### config.mk
export PLATFORM = sky130hd
export DESIGN_NAME = kbd_scancode_ctrl_flat
export DESIGN_NICKNAME = d
export VERILOG_FILES = /design/src/rtl/kbd_scancode_ctrl_pkg.sv /design/src/rtl/kbd_scancode_ctrl_if.sv /design/src/rtl/kbd_scancode_ctrl_evt_fifo.sv /design/src/rtl/kbd_scancode_ctrl.sv /design/src/flat_wrapper.sv
export SDC_FILE = /design/constraint.sdc
export NUM_CORES = 1
export LEC_CHECK = 0
export ABC_CLOCK_PERIOD_IN_PS = 2600
export CAP_MARGIN = 20
export CORE_ASPECT_RATIO = 1.2
export CORE_MARGIN = 4
export CORE_UTILIZATION = 50
export CTS_BUF_LIST = sky130_fd_sc_hd__clkbuf_4 sky130_fd_sc_hd__clkbuf_8
export DETAILED_ROUTE_END_ITERATION = 8
export PLACE_DENSITY = 0.78
export RECOVER_POWER = 100
export SYNTH_ARGS = -nofsm -noshare
export SYNTH_HDL_FRONTEND = slang
export SYNTH_SLANG_ARGS = --single-unit
### constraint.sdc
create_clock -name clk -period 2.6 [get_ports clk]
set_input_delay 0.65 -clock clk [delete_from_list [all_inputs] [get_ports clk]]
set_output_delay 0.65 -clock clk [all_outputs]
set_load 0.005 [all_outputs]
### src/rtl/kbd_scancode_ctrl_pkg.sv
// Shared types and constants for the PS/2 set-2 scan-code assembler.
// Holds the decoder state encoding, the queued event format and the protocol byte values.
package kbd_pkg;

    typedef enum logic [2:0] {
        IDLE_ST,
        GOT_E0_ST,
        GOT_F0_ST,
        GOT_E0F0_ST,
        PAUSE_SKIP_ST
    } kbd_state_t;

    typedef struct packed {
        logic       ext;
        logic       brk;
        logic [7:0] code;
    } kbd_event_t;

    localparam logic [7:0] BYTE_E0       = 8'hE0;
    localparam logic [7:0] BYTE_F0       = 8'hF0;
    localparam logic [7:0] BYTE_E1       = 8'hE1;

    localparam logic [7:0] BYTE_BAT_OK   = 8'hAA;
    localparam logic [7:0] BYTE_ACK      = 8'hFA;
    localparam logic [7:0] BYTE_RESEND   = 8'hFE;
    localparam logic [7:0] BYTE_ECHO     = 8'hEE;
    localparam logic [7:0] BYTE_ERR_00   = 8'h00;
    localparam logic [7:0] BYTE_ERR_FF   = 8'hFF;

    localparam logic [7:0] CODE_LSHIFT   = 8'h12;
    localparam logic [7:0] CODE_RSHIFT   = 8'h59;
    localparam logic [7:0] CODE_CTRL     = 8'h14;
    localparam logic [7:0] CODE_ALT      = 8'h11;

    localparam int PAUSE_TAIL_LEN = 7;

    // Keyboard housekeeping bytes that never describe a key.
    function automatic logic is_ignored(input logic [7:0] b);
        return (b == BYTE_BAT_OK) || (b == BYTE_ACK) || (b == BYTE_RESEND) ||
               (b == BYTE_ECHO)   || (b == BYTE_ERR_00) || (b == BYTE_ERR_FF);
    endfunction

    function automatic logic is_prefix(input logic [7:0] b);
        return (b == BYTE_E0) || (b == BYTE_F0) || (b == BYTE_E1);
    endfunction

    function automatic logic is_shift(input logic [7:0] b);
        return (b == CODE_LSHIFT) || (b == CODE_RSHIFT);
    endfunction

endpackage

### src/rtl/kbd_scancode_ctrl_if.sv
// Key-event handshake between the scan-code assembler and the game logic.
// The master presents the FIFO head; the slave accepts it with ev_ready.
interface kbd_scancode_ctrl_if;
    logic       ev_valid;
    logic       ev_ready;
    logic [7:0] ev_code;
    logic       ev_ext;
    logic       ev_brk;

    modport master (
        output ev_valid,
        output ev_code,
        output ev_ext,
        output ev_brk,
        input  ev_ready
    );

    modport slave (
        input  ev_valid,
        input  ev_code,
        input  ev_ext,
        input  ev_brk,
        output ev_ready
    );
endinterface

### src/rtl/kbd_scancode_ctrl_evt_fifo.sv
// Synchronous FIFO of key events with a combinational head.
// A push into a full FIFO succeeds only when a pop frees a slot in the same cycle.
module kbd_evt_fifo
    import kbd_pkg::*;
#(
    parameter int FIFO_DEPTH = 4
) (
    input  logic                          clk,
    input  logic                          reset,
    input  logic                          i_push,
    input  kbd_event_t                    i_data,
    input  logic                          i_pop,
    output kbd_event_t                    o_head,
    output logic                          o_full,
    output logic                          o_empty,
    output logic [$clog2(FIFO_DEPTH):0]   o_count,
    output logic                          o_drop
);

    localparam int AW = $clog2(FIFO_DEPTH);
    localparam int CW = AW + 1;

    kbd_event_t      r_mem [FIFO_DEPTH];
    logic [AW-1:0]   r_wr_ptr;
    logic [AW-1:0]   r_rd_ptr;
    logic [CW-1:0]   r_count;

    logic            w_do_push;
    logic            w_do_pop;

    assign o_empty   = (r_count == '0);
    assign o_full    = (r_count == CW'(FIFO_DEPTH));
    assign w_do_pop  = i_pop & ~o_empty;
    assign w_do_push = i_push & (~o_full | w_do_pop);
    assign o_drop    = i_push & o_full & ~w_do_pop;
    assign o_head    = r_mem[r_rd_ptr];
    assign o_count   = r_count;

    // NOTE: storage has no reset; occupancy and pointers alone decide what is valid.
    always_ff @(posedge clk) begin
        if (w_do_push) begin
            r_mem[r_wr_ptr] <= i_data;
        end
    end

    // Pointers wrap naturally because the depth is a power of two.
    always_ff @(posedge clk) begin
        if (reset) begin
            r_wr_ptr <= '0;
            r_rd_ptr <= '0;
            r_count  <= '0;
        end else begin
            if (w_do_push) begin
                r_wr_ptr <= r_wr_ptr + AW'(1);
            end
            if (w_do_pop) begin
                r_rd_ptr <= r_rd_ptr + AW'(1);
            end
            case ({w_do_push, w_do_pop})
                2'b10:   r_count <= r_count + CW'(1);
                2'b01:   r_count <= r_count - CW'(1);
                default: r_count <= r_count;
            endcase
        end
    end

endmodule

### src/rtl/kbd_scancode_ctrl.sv
// Assembles PS/2 set-2 byte sequences (E0/F0/E1 prefixes) into single key events,
// tracks modifier keys and queues events toward the game logic.
module kbd_scancode_ctrl
    import kbd_pkg::*;
#(
    parameter int FIFO_DEPTH     = 4,
    parameter int TIMEOUT_CYCLES = 1_000_000
) (
    input  logic                          clk,
    input  logic                          reset,
    input  logic [7:0]                    byte_in,
    input  logic                          byte_new,
    kbd_scancode_ctrl_if.master           ev_if,
    output logic [$clog2(FIFO_DEPTH):0]   ev_count,
    output logic                          mod_shift,
    output logic                          mod_ctrl,
    output logic                          mod_alt,
    output logic                          err,
    output logic                          ovf
);

    localparam int TO_W = $clog2(TIMEOUT_CYCLES + 1);

    kbd_state_t      r_state;
    kbd_state_t      w_state_nxt;
    kbd_state_t      w_idle_state;
    logic            w_idle_emit;

    logic [2:0]      r_skip_cnt;
    logic [TO_W-1:0] r_to_cnt;
    logic            w_tail_done;
    logic            w_timeout;

    logic            w_emit;
    kbd_event_t      w_evt;
    logic            w_err;

    kbd_event_t      w_head;
    logic            w_full;
    logic            w_empty;
    logic            w_drop;
    logic            w_pop;

    logic            r_shift;
    logic            r_ctrl;
    logic            r_alt;
    logic            r_err;
    logic            r_ovf;

    assign w_tail_done = (r_skip_cnt == 3'(PAUSE_TAIL_LEN - 1));
    assign w_timeout   = (r_state != IDLE_ST) && !byte_new &&
                         (r_to_cnt == TO_W'(TIMEOUT_CYCLES - 1));

    // How a byte is handled from IDLE; prefix errors in other states reuse this.
    // NOTE: every always_comb assigns its outputs a default first so no latch is inferred.
    always_comb begin
        w_idle_state = IDLE_ST;
        w_idle_emit  = 1'b1;
        case (byte_in)
            BYTE_E0: begin w_idle_state = GOT_E0_ST;     w_idle_emit = 1'b0; end
            BYTE_F0: begin w_idle_state = GOT_F0_ST;     w_idle_emit = 1'b0; end
            BYTE_E1: begin w_idle_state = PAUSE_SKIP_ST; w_idle_emit = 1'b0; end
            default: w_idle_emit = !is_ignored(byte_in);
        endcase
    end

    // NOTE: sequential state uses non-blocking assignments so every register samples pre-edge values.
    always_ff @(posedge clk) begin
        if (reset) begin
            r_state <= IDLE_ST;
        end else begin
            r_state <= w_state_nxt;
        end
    end

    always_comb begin
        w_state_nxt = r_state;
        if (byte_new) begin
            case (r_state)
                IDLE_ST: w_state_nxt = w_idle_state;
                GOT_E0_ST: begin
                    if (byte_in == BYTE_F0)      w_state_nxt = GOT_E0F0_ST;
                    else if (byte_in == BYTE_E0) w_state_nxt = GOT_E0_ST;
                    else if (byte_in == BYTE_E1) w_state_nxt = w_idle_state;
                    else if (is_ignored(byte_in)) w_state_nxt = GOT_E0_ST;
                    else                         w_state_nxt = IDLE_ST;
                end
                GOT_F0_ST, GOT_E0F0_ST: begin
                    w_state_nxt = is_prefix(byte_in) ? w_idle_state : IDLE_ST;
                end
                PAUSE_SKIP_ST: begin
                    if (w_tail_done) w_state_nxt = IDLE_ST;
                end
                default: w_state_nxt = IDLE_ST;
            endcase
        end else if (w_timeout) begin
            w_state_nxt = IDLE_ST;
        end
    end

    always_comb begin
        w_emit = 1'b0;
        w_err  = 1'b0;
        w_evt  = '{ext: 1'b0, brk: 1'b0, code: byte_in};
        if (byte_new) begin
            case (r_state)
                IDLE_ST: w_emit = w_idle_emit;
                GOT_E0_ST: begin
                    if (byte_in == BYTE_E1) begin
                        w_err = 1'b1;
                    end else if (!is_prefix(byte_in) && !is_shift(byte_in) &&
                                 !is_ignored(byte_in)) begin
                        w_emit    = 1'b1;
                        w_evt.ext = 1'b1;
                    end
                end
                GOT_F0_ST: begin
                    if (is_prefix(byte_in)) begin
                        w_err = 1'b1;
                    end else begin
                        w_emit    = 1'b1;
                        w_evt.brk = 1'b1;
                    end
                end
                GOT_E0F0_ST: begin
                    if (is_prefix(byte_in)) begin
                        w_err = 1'b1;
                    end else if (!is_shift(byte_in)) begin
                        w_emit    = 1'b1;
                        w_evt.ext = 1'b1;
                        w_evt.brk = 1'b1;
                    end
                end
                PAUSE_SKIP_ST: begin
                    if (w_tail_done) begin
                        w_emit = 1'b1;
                        w_evt  = '{ext: 1'b1, brk: 1'b0, code: BYTE_E1};
                    end
                end
                default: w_err = 1'b1;
            endcase
        end else begin
            w_err = w_timeout;
        end
    end

    always_ff @(posedge clk) begin
        if (reset) begin
            r_skip_cnt <= '0;
        end else if (byte_new) begin
            r_skip_cnt <= (r_state == PAUSE_SKIP_ST) ? r_skip_cnt + 3'd1 : 3'd0;
        end
    end

    always_ff @(posedge clk) begin
        if (reset || byte_new || r_state == IDLE_ST || w_timeout) begin
            r_to_cnt <= '0;
        end else begin
            r_to_cnt <= r_to_cnt + TO_W'(1);
        end
    end

    // Modifiers follow emitted events even when the FIFO drops them.
    always_ff @(posedge clk) begin
        if (reset) begin
            r_shift <= 1'b0;
            r_ctrl  <= 1'b0;
            r_alt   <= 1'b0;
        end else if (w_emit) begin
            if (!w_evt.ext && is_shift(w_evt.code)) r_shift <= !w_evt.brk;
            if (w_evt.code == CODE_CTRL)            r_ctrl  <= !w_evt.brk;
            if (w_evt.code == CODE_ALT)             r_alt   <= !w_evt.brk;
        end
    end

    always_ff @(posedge clk) begin
        if (reset) begin
            r_err <= 1'b0;
            r_ovf <= 1'b0;
        end else begin
            r_err <= w_err;
            r_ovf <= w_drop;
        end
    end

    assign w_pop = ev_if.ev_ready & ~w_empty;

    kbd_evt_fifo #(
        .FIFO_DEPTH (FIFO_DEPTH)
    ) u_fifo (
        .clk     (clk),
        .reset   (reset),
        .i_push  (w_emit),
        .i_data  (w_evt),
        .i_pop   (w_pop),
        .o_head  (w_head),
        .o_full  (w_full),
        .o_empty (w_empty),
        .o_count (ev_count),
        .o_drop  (w_drop)
    );

    // Head fields are forced to zero while empty so nothing undefined leaves the block.
    assign ev_if.ev_valid = ~w_empty;
    assign ev_if.ev_code  = w_empty ? 8'h00 : w_head.code;
    assign ev_if.ev_ext   = ~w_empty & w_head.ext;
    assign ev_if.ev_brk   = ~w_empty & w_head.brk;

    assign mod_shift = r_shift;
    assign mod_ctrl  = r_ctrl;
    assign mod_alt   = r_alt;
    assign err       = r_err;
    assign ovf       = r_ovf;

endmodule

### src/flat_wrapper.sv
// flat-port wrapper written by rule: the top's interface ports become plain ports
module kbd_scancode_ctrl_flat import kbd_pkg::*;
#(
    parameter int FIFO_DEPTH     = 4,
    parameter int TIMEOUT_CYCLES = 1_000_000
)
  (clk, reset, byte_in, byte_new, ev_count, mod_shift, mod_ctrl, mod_alt, err, ovf, ev_if_ev_valid, ev_if_ev_code, ev_if_ev_ext, ev_if_ev_brk, ev_if_ev_ready);
  kbd_scancode_ctrl_if ev_if_i ();
  input  logic clk;
  input  logic reset;
  input  logic [7:0] byte_in;
  input  logic byte_new;
  output logic [$clog2(FIFO_DEPTH):0] ev_count;
  output logic mod_shift;
  output logic mod_ctrl;
  output logic mod_alt;
  output logic err;
  output logic ovf;
  output wire logic [$bits(ev_if_i.ev_valid)-1:0] ev_if_ev_valid;
  output wire logic [$bits(ev_if_i.ev_code)-1:0] ev_if_ev_code;
  output wire logic [$bits(ev_if_i.ev_ext)-1:0] ev_if_ev_ext;
  output wire logic [$bits(ev_if_i.ev_brk)-1:0] ev_if_ev_brk;
  input wire logic [$bits(ev_if_i.ev_ready)-1:0] ev_if_ev_ready;
  assign ev_if_ev_valid = ev_if_i.ev_valid;
  assign ev_if_ev_code = ev_if_i.ev_code;
  assign ev_if_ev_ext = ev_if_i.ev_ext;
  assign ev_if_ev_brk = ev_if_i.ev_brk;
  assign ev_if_i.ev_ready = ev_if_ev_ready;
  kbd_scancode_ctrl #(.FIFO_DEPTH(FIFO_DEPTH), .TIMEOUT_CYCLES(TIMEOUT_CYCLES)) u_core (.clk(clk), .reset(reset), .byte_in(byte_in), .byte_new(byte_new), .ev_if(ev_if_i), .ev_count(ev_count), .mod_shift(mod_shift), .mod_ctrl(mod_ctrl), .mod_alt(mod_alt), .err(err), .ovf(ovf));
endmodule
# --- Word-level counts from Yosys, hierarchy flattened ---
# Memories as Yosys holds them, arrays and structs flattened. A register that Yosys moved wholly into a read port is not among the register bits.
# Cells that the tools add are included.
word_totals:
  reg_bits: 38
  ramBits: 40
  inputBits: 12
  memories: 1
op_classes:
  n_addsub: 6
  eq_ne: 24
  muxes: 37
  n_bitwise: 11
  reduce_logical: 36
memory_table:
  columns: ["memory", "depth", "word_bits", "read_ports", "rd_clocked_by_memory_dff", "wr", "line", "text"]
  rows:
  - ["u_core.u_fifo.r_mem", 4, 10, 1, 1, 1, "kbd_scancode_ctrl_evt_fifo.sv:23", "kbd_event_t r_mem [FIFO_DEPTH];"]
ops:
  columns: ["cell", "count"]
  rows:
  - ["$eq 8x8->1 const B", 8]
  - ["$eq 8x5->1 const B", 4]
  - ["$mux 3", 8]
  - ["$add 20x1->20 const B", 1]
  - ["$eq 20x20->1 const B", 1]
  - ["$mux 10", 2]
  - ["$eq 8x7->1 const B", 2]
  - ["$mux 8", 2]
  - ["$mux 1", 14]
  - ["$logic_or 1x1->1", 12]
  - ["$pmux 3 s4", 1]
  - ["$eq 3x3->1 const B", 3]
  - ["$pmux 1 s3", 3]
  - ["$pmux 3 s3", 1]
  - ["$logic_not 8->1", 1]
  - ["$mux 2", 4]
  - ["$reduce_and 2->1", 4]
  - ["$and 1x1->1", 7]
  - ["$add 3x1->3 const B", 2]
  - ["$eq 3x2->1 const B", 2]
  - ["$logic_not 1->1", 6]
  - ["$logic_not 3->1", 2]
  - ["$pmux 3 s2", 1]
  - ["$logic_and 1x1->1", 5]
  - ["other kinds (13)", 18]

# --- Depth between registers and ports, before layout ---
# Gate-level depths: netlist (run 1).
logic_depth:
  word_depth: 16
  mapped_depth: 10

# --- Modules after synthesis ---
# From an unflattened synthesis (run 1), not the netlist that was laid out.
hier_totals:
  cells_unflattened: 337
  hier_area_um2: 3818.7
by_module_without_submodules:
  columns: ["module", "n_inst", "cells_per_inst", "area_each_um2", "seq_area_each_um2"]
  rows:
  - ["kbd_evt_fifo", 1, 113, 1979.4, 1381.3]
  - ["kbd_scancode_ctrl", 1, 224, 1839.3, 620.6]

# --- Least setup slack after synthesis (run 1) ---
# No wires, ideal clock.
synth_path:
  kind: "input port to flip-flop"
  start: "input port byte_in[0]"
  end: "register u_core.u_fifo.r_count[2], in the netlist u_core.u_fifo.o_count[2]"
  setup_ps: 123
  t_arrival_ps: 2682
  required_ps: 2477
  path_slack_ps: -206
  path_stages: 9
  path_cell_list: "clkbuf_1 > nand2_1 > a221oi_2 > a21o_1 > nor2_1 > fa_1 > and3_1 > mux2i_1 > mux2_1"
synth_between:
  elab_chain_cells: 15
synth_rtl:
  columns: ["item", "line", "text"]
  rows:
  - ["start, declared", "flat_wrapper.sv:11", "input logic [7:0] byte_in;"]
  - ["$eq 8x8->1", "kbd_scancode_ctrl_pkg.sv:39", "return (b == BYTE_BAT_OK) || (b == BYTE_ACK) || (b == BYTE_RESEND) ||"]
  - ["$logic_or 1x1->1 (3 in series)", "kbd_scancode_ctrl_pkg.sv:39", null]
  - ["$logic_or 1x1->1 (2 in series)", "kbd_scancode_ctrl_pkg.sv:40", "(b == BYTE_ECHO) || (b == BYTE_ERR_00) || (b == BYTE_ERR_FF);"]
  - ["$logic_not 1->1", "kbd_scancode_ctrl.sv:63, kbd_scancode_ctrl.sv:112", null]
  - ["$logic_and 1x1->1", "kbd_scancode_ctrl.sv:111", "end else if (!is_prefix(byte_in) && !is_shift(byte_in) &&"]
  - ["$mux 1", "kbd_scancode_ctrl.sv:111", null]
  - ["$mux 1", "kbd_scancode_ctrl.sv:109", "if (byte_in == BYTE_E1) begin"]
  - ["$pmux 1 s5 *", "kbd_scancode_ctrl.sv:106", "case (r_state)"]
  - ["$mux 1 *", "kbd_scancode_ctrl.sv:105", "if (byte_new) begin"]
  - ["$and 1x1->1 *", "kbd_scancode_ctrl_evt_fifo.sv:34", "assign w_do_push = i_push & (~o_full | w_do_pop);"]
  - ["$eq 2x1->1 / $eq 2x2->1 (equally long branches)", "kbd_scancode_ctrl_evt_fifo.sv:59", "case ({w_do_push, w_do_pop})"]
  - ["$pmux 3 s2 / $reduce_bool 2->1 (equally long branches)", null, null]
  - ["end signal, assigned", "kbd_scancode_ctrl_evt_fifo.sv:60", "2'b10: r_count <= r_count + CW'(1);"]
  - ["end signal, assigned", "kbd_scancode_ctrl_evt_fifo.sv:61", "2'b01: r_count <= r_count - CW'(1);"]
  - ["end signal, assigned", "kbd_scancode_ctrl_evt_fifo.sv:62", "default: r_count <= r_count;"]
  - ["end, declared", "kbd_scancode_ctrl_evt_fifo.sv:26", "logic [CW-1:0] r_count;"]
# Every way passes the cells marked *; elsewhere a longest branch is shown, timed or not.
# A chain may end at the register's enable or synchronous reset.

# --- Final worst setup path (run 1) ---
layout_path:
  start: "input port byte_new"
  end: "register u_core.u_fifo.r_count[2], in the netlist u_core.u_fifo.o_count[2]"
layout_between:
  elab_chain_cells: 4
layout_rtl:
  columns: ["item", "line", "text"]
  rows:
  - ["start, declared", "flat_wrapper.sv:12", "input logic byte_new;"]
  - ["$mux 1 *", "kbd_scancode_ctrl.sv:105", null]
  - ["$and 1x1->1 *", "kbd_scancode_ctrl_evt_fifo.sv:34", null]
  - ["$eq 2x1->1 / $eq 2x2->1 (equally long branches)", "kbd_scancode_ctrl_evt_fifo.sv:59", null]
  - ["$pmux 3 s2 / $reduce_bool 2->1 (equally long branches)", null, null]
# Marks and branches as above.

==> flow_summary.yaml, run 1 <==
route:
  drtAntennaViolNets: 0
  vias: 2627
  avgRoutedWirePerCell_um: 15.2
  drtIter0Drc: 95
  drcViolationCount: 0
  drtPass1Iterations: 4
  via_per_inst: 5.46
  routed_wl_um: 7310
global_routing:
  grt_max_degree: 23
  grt_pass1_vias: 2565
  grt_use_met2_pct: 32.5
  grt_pass1_wl_um: 12100
  grt_use_met1_pct: 20.5
  grt.busiest_layer: "met2"
  antenna_found_initial: 0
  grt_util_met3_pct: 4.60
  overflow: 0
  grt_usage_pct: 18.0
logic_synthesis:
  netlist_area_um2: 3670
  syn_nets: 347
  synth_cell_type_count: 46
  synth_top_area_share_pct: 32.7
  syn_inst: 327
  synth_edf_count: 40
  synth_ff_type: "edfxtp_1"
  syn_avg_cell_area_um2: 11.2
  synthTopCellsByArea: "edfxtp_1, dfxtp_1, mux4_2, nor2_1, xor2_1"
  yosysTopAreaCell: "edfxtp_1"
  async_flop_share_pct: 0
  ys_warn_count: 0
  yosysSeqAreaShare_pct: 54.5
  ys_ff_latch: 80
sta:
  fin_ws_ps: 36.9
  worst_slew_pin_slew_ps: 509
  hold_slack_ps: 445
  fin_crit_ps: 2560
  fmax_mhz: 390
  hold_violations: 0
  slew_headroom_pct: 66.1
  report.final.slew_viol_count: 0
  setup_viol: 0
  setup_tns_ps: 0
  finClkSkew_ps: 13.3
  period_share_pct: 98.6
clocking:
  root_buffer: "clkbuf_8"
  numCtsBuffers: 9
  clock_latency_ps: 360
  cts.clk_slew.worst_paths_ps: 80
  h-tree-depth: 3
  cts_buffer_depth: 2
  cts_tree: "yes"
  clock-sinks: 80
pwr:
  total_power_w: 0.00319
  powerDensity_nw_per_um2: 703
  ir_drop_mv: 0.434
  cellLeakagePower_nw: 1.65
worst_setup_path:
  cp-end-kind: "register"
  worst-endpoint-required_ps: 2850
  arrival_ps: 2810
  crit_fanout: 2
  setup.worst_path.class: "input pin to register"
  critPathLaunchType: "input pin"
final_layout:
  mostFrequentLayoutCells: "nor2_1, edfxtp_1, dfxtp_1"
  seq_area_um2: 2000
  multi_input_area_um2: 1680
  drive_above_1_share_pct: 22.8
  final_common_cell: "nor2_1"
  area_growth_pct: 23.4
  fin_nets: 409
  fillers: 554
  n_antenna_cell: 0
placed_design:
  hpwlAfterDp_um: 5200
  dp_slack_ps: -684
  place_congestion: 0.833
  port_buffers: 30
die:
  chipWidth_um: 86.2
  die_area_um2: 8790
  num_rows: 33
  core_um2: 6980
  fp.dieH_um: 102
  start_util_pct: 52.6
  ios: 31
run:
  cap_violations: 0
status:
  outcome: "finished, final reports clean"
hold_path:
  hold_path_class: "register to register"
report_power, final:
| group | switching [W] | internal (W) | total, W |
|---|---|---|---|
| logic | 0.000347 | 0.000469 | 0.000816 |
| registers | 0.0000594 | 0.00141 | 0.00147 |
| clock network | 0.000458 | 0.000443 | 0.000901 |
stage by stage:
stage | instance area [um2] | cells | utilization [%]
after global routing | 4530 | 481 | 64.9
final | 4530 | 481 | 64.9
after global placement | 4290 | 462 | 61.5
after floorplan | 3700 | 327 | -
after CTS | 4520 | 480 | 64.8
after detailed placement | 4290 | 462 | 61.5
path summary, 6_finish.rpt:
kind	start	endpoint	slack (ps)	cells after the start
max	byte_new	u_core.u_fifo.o_count[2]$_SDFFE_PP0P_	40	10
min	u_core.r_to_cnt[0]$_SDFF_PP0_	u_core.r_to_cnt[0]$_SDFF_PP0_	450	1
max reg2reg	u_core.r_state[2]$_SDFFE_PP0P_	u_core.u_fifo.o_count[2]$_SDFFE_PP0P_	210	8
min reg2reg	u_core.r_to_cnt[0]$_SDFF_PP0_	u_core.r_to_cnt[0]$_SDFF_PP0_	450	1
state kept, by name, summed over array words and instances (netlist names), 2 cells and up, named ones only:
| name | count |
|---|---|
| u_core.u_fifo.r_rd_ptr | 2 |
| u_core.u_fifo.r_wr_ptr | 2 |
| u_core.r_state | 3 |
| u_core.r_to_cnt | 20 |
| u_core.r_skip_cnt | 3 |
| u_core.u_fifo.r_mem | 40 |
| u_core.u_fifo.o_count | 3 |
cells in the mapped netlist (all sizes together), types with 2 or more instances:
master	n
and2	16
mux2	2
inv	6
nor3	4
clkbuf	9
nand3	8
xnor2	7
nor4	5
nand3b	2
nand4	10
nand2b	6
xor2	13
nor2	46
nand4b	2
and3	6
buf	4
o21ai	7
or2	6
nor2b	7
mux2i	8
and4	2
ha	7
a21oi	11
mux4	10
nor3b	4
nand2	23
or4b	3
dfxtp	40
edfxtp	40
critical path, stage by stage:
cell	delay [ps]
clkdlybuf4s50_1	480
buf_4	130
nand2b_4	60
a221oi_4	200
a21o_1	190
nor2_2	60
fa_2	380
and3_1	160
mux2i_1	160
mux2_1	340
logic make-up (layout without fill, tap and decap cells):
kind of cell	count (synthesis)	after routing	share of synthesized area, %
DFF	80	80	54.5
adders and majority gates	8	8	2.93
xor gates and xnor gates	20	20	4.77
and+or+nand+nor	154	154	22.1
buffers and inverters	19	86	2.01
muxes	20	20	9.03
AOI/OAI and AO/OA	26	26	4.63
final cells by class:
type | instances | share of cell area (%)
Clock inverter | 7 | 1.57
Sequential cell | 80 | 44.2
Clock buffer | 9 | 2.73
Timing Repair Buffer | 64 | 11.6
Multi-Input combinational cell | 228 | 37.0
Inverter | 6 | 0.497
Tap cell | 87 | 2.40
routing by layer:
| layer | vias up | routed length (um) |
|---|---|---|
| met2 | 36 | 3920 |
| met5 | - | 0 |
| met4 | 0 | 107 |
| met3 | 9 | 249 |
| li1 | 1295 | - |
| met1 | 1287 | 3030 |
timing repair:
action / CTS / global route
setup endpoints to repair: 53 / 32
pin swaps: 4 / 9
gates resized for setup: 28 / 21
cloned: 0 / 0
hold buffers: 0 / 0
endpoints found under the hold margin: 0 / 0
setup buffers: 2 / 1
(Power assumes the default switching activity.)
==> inputs of run 2 (changes only) <==
--- a/config.mk
+++ b/config.mk
@@ -6,13 +6,13 @@
 export NUM_CORES = 1
 export LEC_CHECK = 0
 export ABC_CLOCK_PERIOD_IN_PS = 2600
-export CAP_MARGIN = 20
 export CORE_ASPECT_RATIO = 1.2
 export CORE_MARGIN = 4
 export CORE_UTILIZATION = 50
 export CTS_BUF_LIST = sky130_fd_sc_hd__clkbuf_4 sky130_fd_sc_hd__clkbuf_8
 export DETAILED_ROUTE_END_ITERATION = 8
-export PLACE_DENSITY = 0.78
+export DONT_BUFFER_PORTS = 1
+export PLACE_DENSITY = 0.73
 export RECOVER_POWER = 100
 export SYNTH_ARGS = -nofsm -noshare
 export SYNTH_HDL_FRONTEND = slang
==> run 2 against run 1 <==
  * Clock power increased by 8.0%
  * Register-to-register slack improved by 70 ps
  * Worst setup slack improved by 99 ps
  * Critical path depth decreased by 1
  * Sequential power about the same
  * Critical path type unchanged
  * Highest routed layer unchanged
  * Via count decreased by 10%
  * Count of clock-buffer cells in the layout unchanged
  * Core utilization decreased by 7.2 points
  * Largest power group unchanged
  * Sequential cell count unchanged
==> flow_summary.yaml, run 2 (synthesized netlist as in run 1, its figures left out) <==
status:
  outcome: "finished, final reports clean"
sta:
  setup_tns_ps: 0
  hold_violations: 0
  slew_headroom_pct: 58.3
  fin_crit_ps: 2460
  finClkSkew_ps: 6.86
  setup_viol: 0
  fmax_mhz: 406
  period_share_pct: 94.8
  rsz0062_at_grt: "false"
  worst_slew_pin_slew_ps: 624
  report.final.slew_viol_count: 0
clocking:
  clock-sinks: 80
  cts_resized: 0
  h-tree-depth: 3
  cts.clk_slew.worst_paths_ps: 80
  cts_setup_buffers: 0
  root_buffer: "clkbuf_8"
  numCtsBuffers: 9
  ctsHoldBuffers: 0
  clock_latency_ps: 340
  cts_buffer_depth: 2
  cts_tree: "yes"
pwr:
  p_sw_share_pct: 25.9
  internal-power_w: 0.00220
  switchingPower_w: 0.000768
  powerDensity_nw_per_um2: 736
  ir_drop_mv: 0.400
  seqPwrFrac_pct: 49.8
  clkPwrFrac_pct: 32.8
  combPwrFrac_pct: 17.4
  cellLeakagePower_nw: 1.37
placed_design:
  place_congestion: 0.752
  hpwlAfterDp_um: 4780
  dpl-instance-area_um2: 3840
  port_buffers: 0
final_layout:
  final_common_cell: "nor2_1"
  reg_top3: "u_core.u_fifo.r_mem x40, u_core.r_to_cnt x20"
  fin_nets: 357
  regMostFlops: "u_core.u_fifo.r_mem"
  largest_reg_flops: 40
  area_growth_pct: 9.74
  postLayoutCellArea_um2: 4030
  drive_above_1_share_pct: 12.6
  n_antenna_cell: 0
  mostFrequentLayoutCells: "nor2_1, dfxtp_1, edfxtp_1"
  fin_util_pct: 57.8
die:
  ios: 31
  fp.dieH_um: 102
  start_util_pct: 52.6
  core_um2: 6980
  num_rows: 33
  chipWidth_um: 86.2
  die_area_um2: 8790
route:
  drtIter0Drc: 66
  drtPass1Iterations: 4
  routed_wl_um: 6610
  drtAntennaViolNets: 0
  drcViolationCount: 0
  via_per_inst: 5.50
  vias: 2358
  avgRoutedWirePerCell_um: 15.4
worst_setup_path:
  crit_fanout: 8
  reg2regPathDepth: 8
  critPathLaunchType: "input pin"
  cp-end-kind: "register"
  setup.worst_path.class: "input pin to register"
  worst-endpoint-required_ps: 2820
  arrival_ps: 2690
hold_path:
  hold_path_class: "input pin to register"
  hold_depth: 1
run:
  cap_violations: 0
global_routing:
  overflow: 0
  grt_max_degree: 24
  grt_usage_pct: 16.2
  antenna_found_initial: 0
  grt_pass1_wl_um: 10900
  grt_pass1_vias: 2271
-- run 2: worst max-delay path, stage by stage --
cell	delay, ps
or4b_1	520
a21oi_1	310
a221oi_4	100
a21o_1	230
nor2_2	140
fa_2	210
nor2_1	40
mux2i_1	150
mux2_1	330
-- run 2: worst paths after layout --
kind | startpoint | to | slack (ps)
setup / recovery | byte_in[2] | u_core.u_fifo.o_count[2]$_SDFFE_PP0P_ | 140
hold / removal | reset | u_core.u_fifo.r_wr_ptr[0]$_SDFFE_PP0P_ | 370
setup reg to reg | u_core.r_state[2]$_SDFFE_PP0P_ | u_core.u_fifo.o_count[2]$_SDFFE_PP0P_ | 280
hold reg to reg | u_core.r_to_cnt[0]$_SDFF_PP0_ | u_core.r_to_cnt[0]$_SDFF_PP0_ | 440
-- run 2: power by group through the flow --
| stage | registers, W | clock network [W] | logic, W |
|---|---|---|---|
| 6_report | 0.00148 | 0.000973 | 0.000517 |
| 5_1_grt | 0.00149 | 0.00105 | 0.000581 |
| 4_1_cts | 0.00148 | 0.000995 | 0.000559 |
| 3_5_place_dp | 0.00151 | 0 | 0.000558 |
| 3_3_place_gp | 0.00150 | 0 | 0.000550 |
| 2_1_floorplan | 0.00148 | 0 | 0.000453 |
-- run 2: final cells by class --
cell class	instances	area, um2
inverter	6	22.5
tap	87	109
timing repair buffer	12	75.1
sequential	80	2000
multi-input combinational	228	1600
fill	564	2950
clock inverter	7	96.3
clock buffer	9	124
-- run 2: stage by stage --
stage	total power [W]	cells	hold slack, ps	worst slack, ps
floorplan	0.00193	327	413	-142
global placement	0.00206	413	421	-68.8
detailed placement	0.00207	413	433	-136
CTS	0.00303	429	351	225
global route	0.00312	429	346	51.4
finish	0.00297	429	374	136
-- run 2: layer usage --
layer	vias to the layer above	global-route usage [%]	part of all wire, %
li1	1184	-	-
met1	1122	18.1	42
met2	43	29.3	52
met3	9	4.68	4.7
met4	0	6.12	1.2
met5	-	0	0
==> inputs of run 3 (changes only) <==
--- a/config.mk
+++ b/config.mk
@@ -5,14 +5,13 @@
 export SDC_FILE = /design/constraint.sdc
 export NUM_CORES = 1
 export LEC_CHECK = 0
-export ABC_CLOCK_PERIOD_IN_PS = 2600
+export ABC_CLOCK_PERIOD_IN_PS = 3000
 export CORE_ASPECT_RATIO = 1.2
-export CORE_MARGIN = 4
 export CORE_UTILIZATION = 50
 export CTS_BUF_LIST = sky130_fd_sc_hd__clkbuf_4 sky130_fd_sc_hd__clkbuf_8
 export DETAILED_ROUTE_END_ITERATION = 8
 export DONT_BUFFER_PORTS = 1
-export PLACE_DENSITY = 0.73
+export PLACE_DENSITY = 0.7
 export RECOVER_POWER = 100
 export SYNTH_ARGS = -nofsm -noshare
 export SYNTH_HDL_FRONTEND = slang
==> constraint.sdc (replaced) <==
create_clock -name clk -period 3 [get_ports clk]
set_input_delay 0.75 -clock clk [delete_from_list [all_inputs] [get_ports clk]]
set_output_delay 0.75 -clock clk [all_outputs]
set_load 0.005 [all_outputs]
==> run 3 against run 2 <==
  * Die area is 12% lower
  * Critical path depth shrank 2
  * First-iteration DRC count rose to 2.6 times the previous value
  * Combinational power decreased by 16%
  * Global-route usage grew 2.9 points
  * Worst setup slack improved by 240 ps
  * Critical endpoint is now u_core.u_fifo.r_mem[0][6]$_DFFE_PP_
  * Largest power group unchanged
==> flow_summary.yaml, run 3 (synthesized netlist as in run 1, its figures left out) <==
route:
  drtPass1Iterations: 4
  drtIter0Drc: 172
  routed_wl_um: 6630
  avgRoutedWirePerCell_um: 15.6
  vias: 2399
  drcViolationCount: 0
  via_per_inst: 5.63
  drtAntennaViolNets: 0
final_layout:
  n_antenna_cell: 0
  area_growth_pct: 7.56
  regMostFlops: "u_core.u_fifo.r_mem"
  mostFrequentLayoutCells: "nor2_1, dfxtp_1, edfxtp_1"
  drive_above_1_share_pct: 10.0
  largest_reg_flops: 40
  multi_input_area_um2: 1570
  seq_area_um2: 2000
  fin_util_pct: 56.6
  final_common_cell: "nor2_1"
  fillers: 609
  reg_top3: "u_core.u_fifo.r_mem x40, u_core.r_to_cnt x20"
  fin_nets: 354
die:
  chipWidth_um: 80.2
  core_um2: 6980
  num_rows: 33
  fp.dieH_um: 95.9
  start_util_pct: 52.6
  ios: 31
  die_area_um2: 7690
sta:
  fin_ws_ps: 374
  slew_headroom_pct: 57.1
  rsz0062_at_grt: "false"
  setup_viol: 0
  setup_tns_ps: 0
  period_share_pct: 87.5
  worst_slew_pin_slew_ps: 643
  fmax_mhz: 381
  finClkSkew_ps: 12.3
  fin_crit_ps: 2630
  report.final.slew_viol_count: 0
  hold_violations: 0
worst_setup_path:
  arrival_ps: 2640
  critPathTopFamily: "simple AND/OR/NAND/NOR gates"
  cp_num_buf_inv: 2
  crit_fanout: 10
  setup.worst_path.class: "input pin to register"
  cp-end-kind: "register"
  worst-endpoint-required_ps: 3010
  path_common_cell: "clkbuf_1"
  cp_cell_sequence: "or4_1 > o21ai_0 > o211ai_1 > a21o_1 > clkbuf_1 > and3_1 > clkbuf_1"
  critPathLaunchType: "input pin"
  max_stage_delay_ps: 570
  reg2regPathDepth: 6
  cp_num_cells: 7
  slowest_stage: "or4_1"
status:
  outcome: "finished, final reports clean"
pwr:
  seqPwrFrac_pct: 50.9
  cellLeakagePower_nw: 1.34
  powerDensity_nw_per_um2: 635
  switchingPower_w: 0.000689
  internal-power_w: 0.00182
  combPwrFrac_pct: 17.3
  total_power_w: 0.00251
  ir_drop_mv: 0.311
  clkPwrFrac_pct: 31.8
  p_sw_share_pct: 27.5
global_routing:
  grt_usage_pct: 19.1
  overflow: 0
  grt_pass1_wl_um: 10800
  antenna_found_initial: 0
  grt_pass1_vias: 2271
  grt_max_degree: 24
clocking:
  numCtsBuffers: 9
  cts.clk_slew.worst_paths_ps: 90
  root_buffer: "clkbuf_8"
  cts_setup_buffers: 0
  ctsHoldBuffers: 0
  clock-sinks: 80
  h-tree-depth: 3
  cts_resized: 0
  cts_buffer_depth: 2
  cts_tree: "yes"
  clock_latency_ps: 350
run:
  cap_violations: 0
placed_design:
  place_congestion: 0.839
  dp_slack_ps: 59.1
  port_buffers: 0
  hpwlAfterDp_um: 4670
hold_path:
  hold_depth: 1
  hold_path_class: "register to register"
==> run 3: layer usage <==
layer  share of wire, %  GRT usage, %  vias to the layer above
li1                   -             -                     1183
met1                 45          24.0                     1155
met2                 49          31.8                       52
met3                4.6          4.36                        9
met4                1.6          7.59                        0
met5                  0             0                        -
==> run 3: power by group through the flow <==
stage          clock network (W)  logic [W]  registers, W
2_1_floorplan                  0   0.000387       0.00128
3_3_place_gp                   0   0.000462       0.00130
3_5_place_dp                   0   0.000466       0.00130
4_1_cts                 0.000813   0.000467       0.00128
5_1_grt                 0.000860   0.000497       0.00128
6_report                0.000798   0.000434       0.00128
==> run 3: layout make-up <==
type / count / area share [%]
inverter: 6 / 0.570
timing repair buffer: 9 / 1.01
tap: 87 / 2.76
clock inverter: 7 / 2.00
multi-input combinational: 228 / 39.8
sequential: 80 / 50.7
clock buffer: 9 / 3.14
==> run 3: worst reg2reg max path: stages (launching register included) <==
cell,delay [ps]
dfxtp_1,470
nor4bb_1,440
and2_0,230
a21o_1,120
clkbuf_1,250
and3_1,200
clkbuf_1,500
==> run 3: final timing paths <==
check        slack (ps)                             endpoint                      startpoint
min                 450        u_core.r_to_cnt[0]$_SDFF_PP0_   u_core.r_to_cnt[0]$_SDFF_PP0_
max reg2reg         430  u_core.u_fifo.r_mem[0][6]$_DFFE_PP_  u_core.r_state[2]$_SDFFE_PP0P_
max                 370  u_core.u_fifo.r_mem[0][6]$_DFFE_PP_                      byte_in[1]
min reg2reg         450        u_core.r_to_cnt[0]$_SDFF_PP0_   u_core.r_to_cnt[0]$_SDFF_PP0_
==> run 3: through the flow <==
stage | area, um2 | cells | hold WS (ps)
floorplan | 3670 | 327 | 413
global placement | 3800 | 410 | 425
detailed placement | 3800 | 410 | 431
CTS | 4000 | 426 | 448
global route | 3950 | 426 | 441
finish | 3950 | 426 | 454
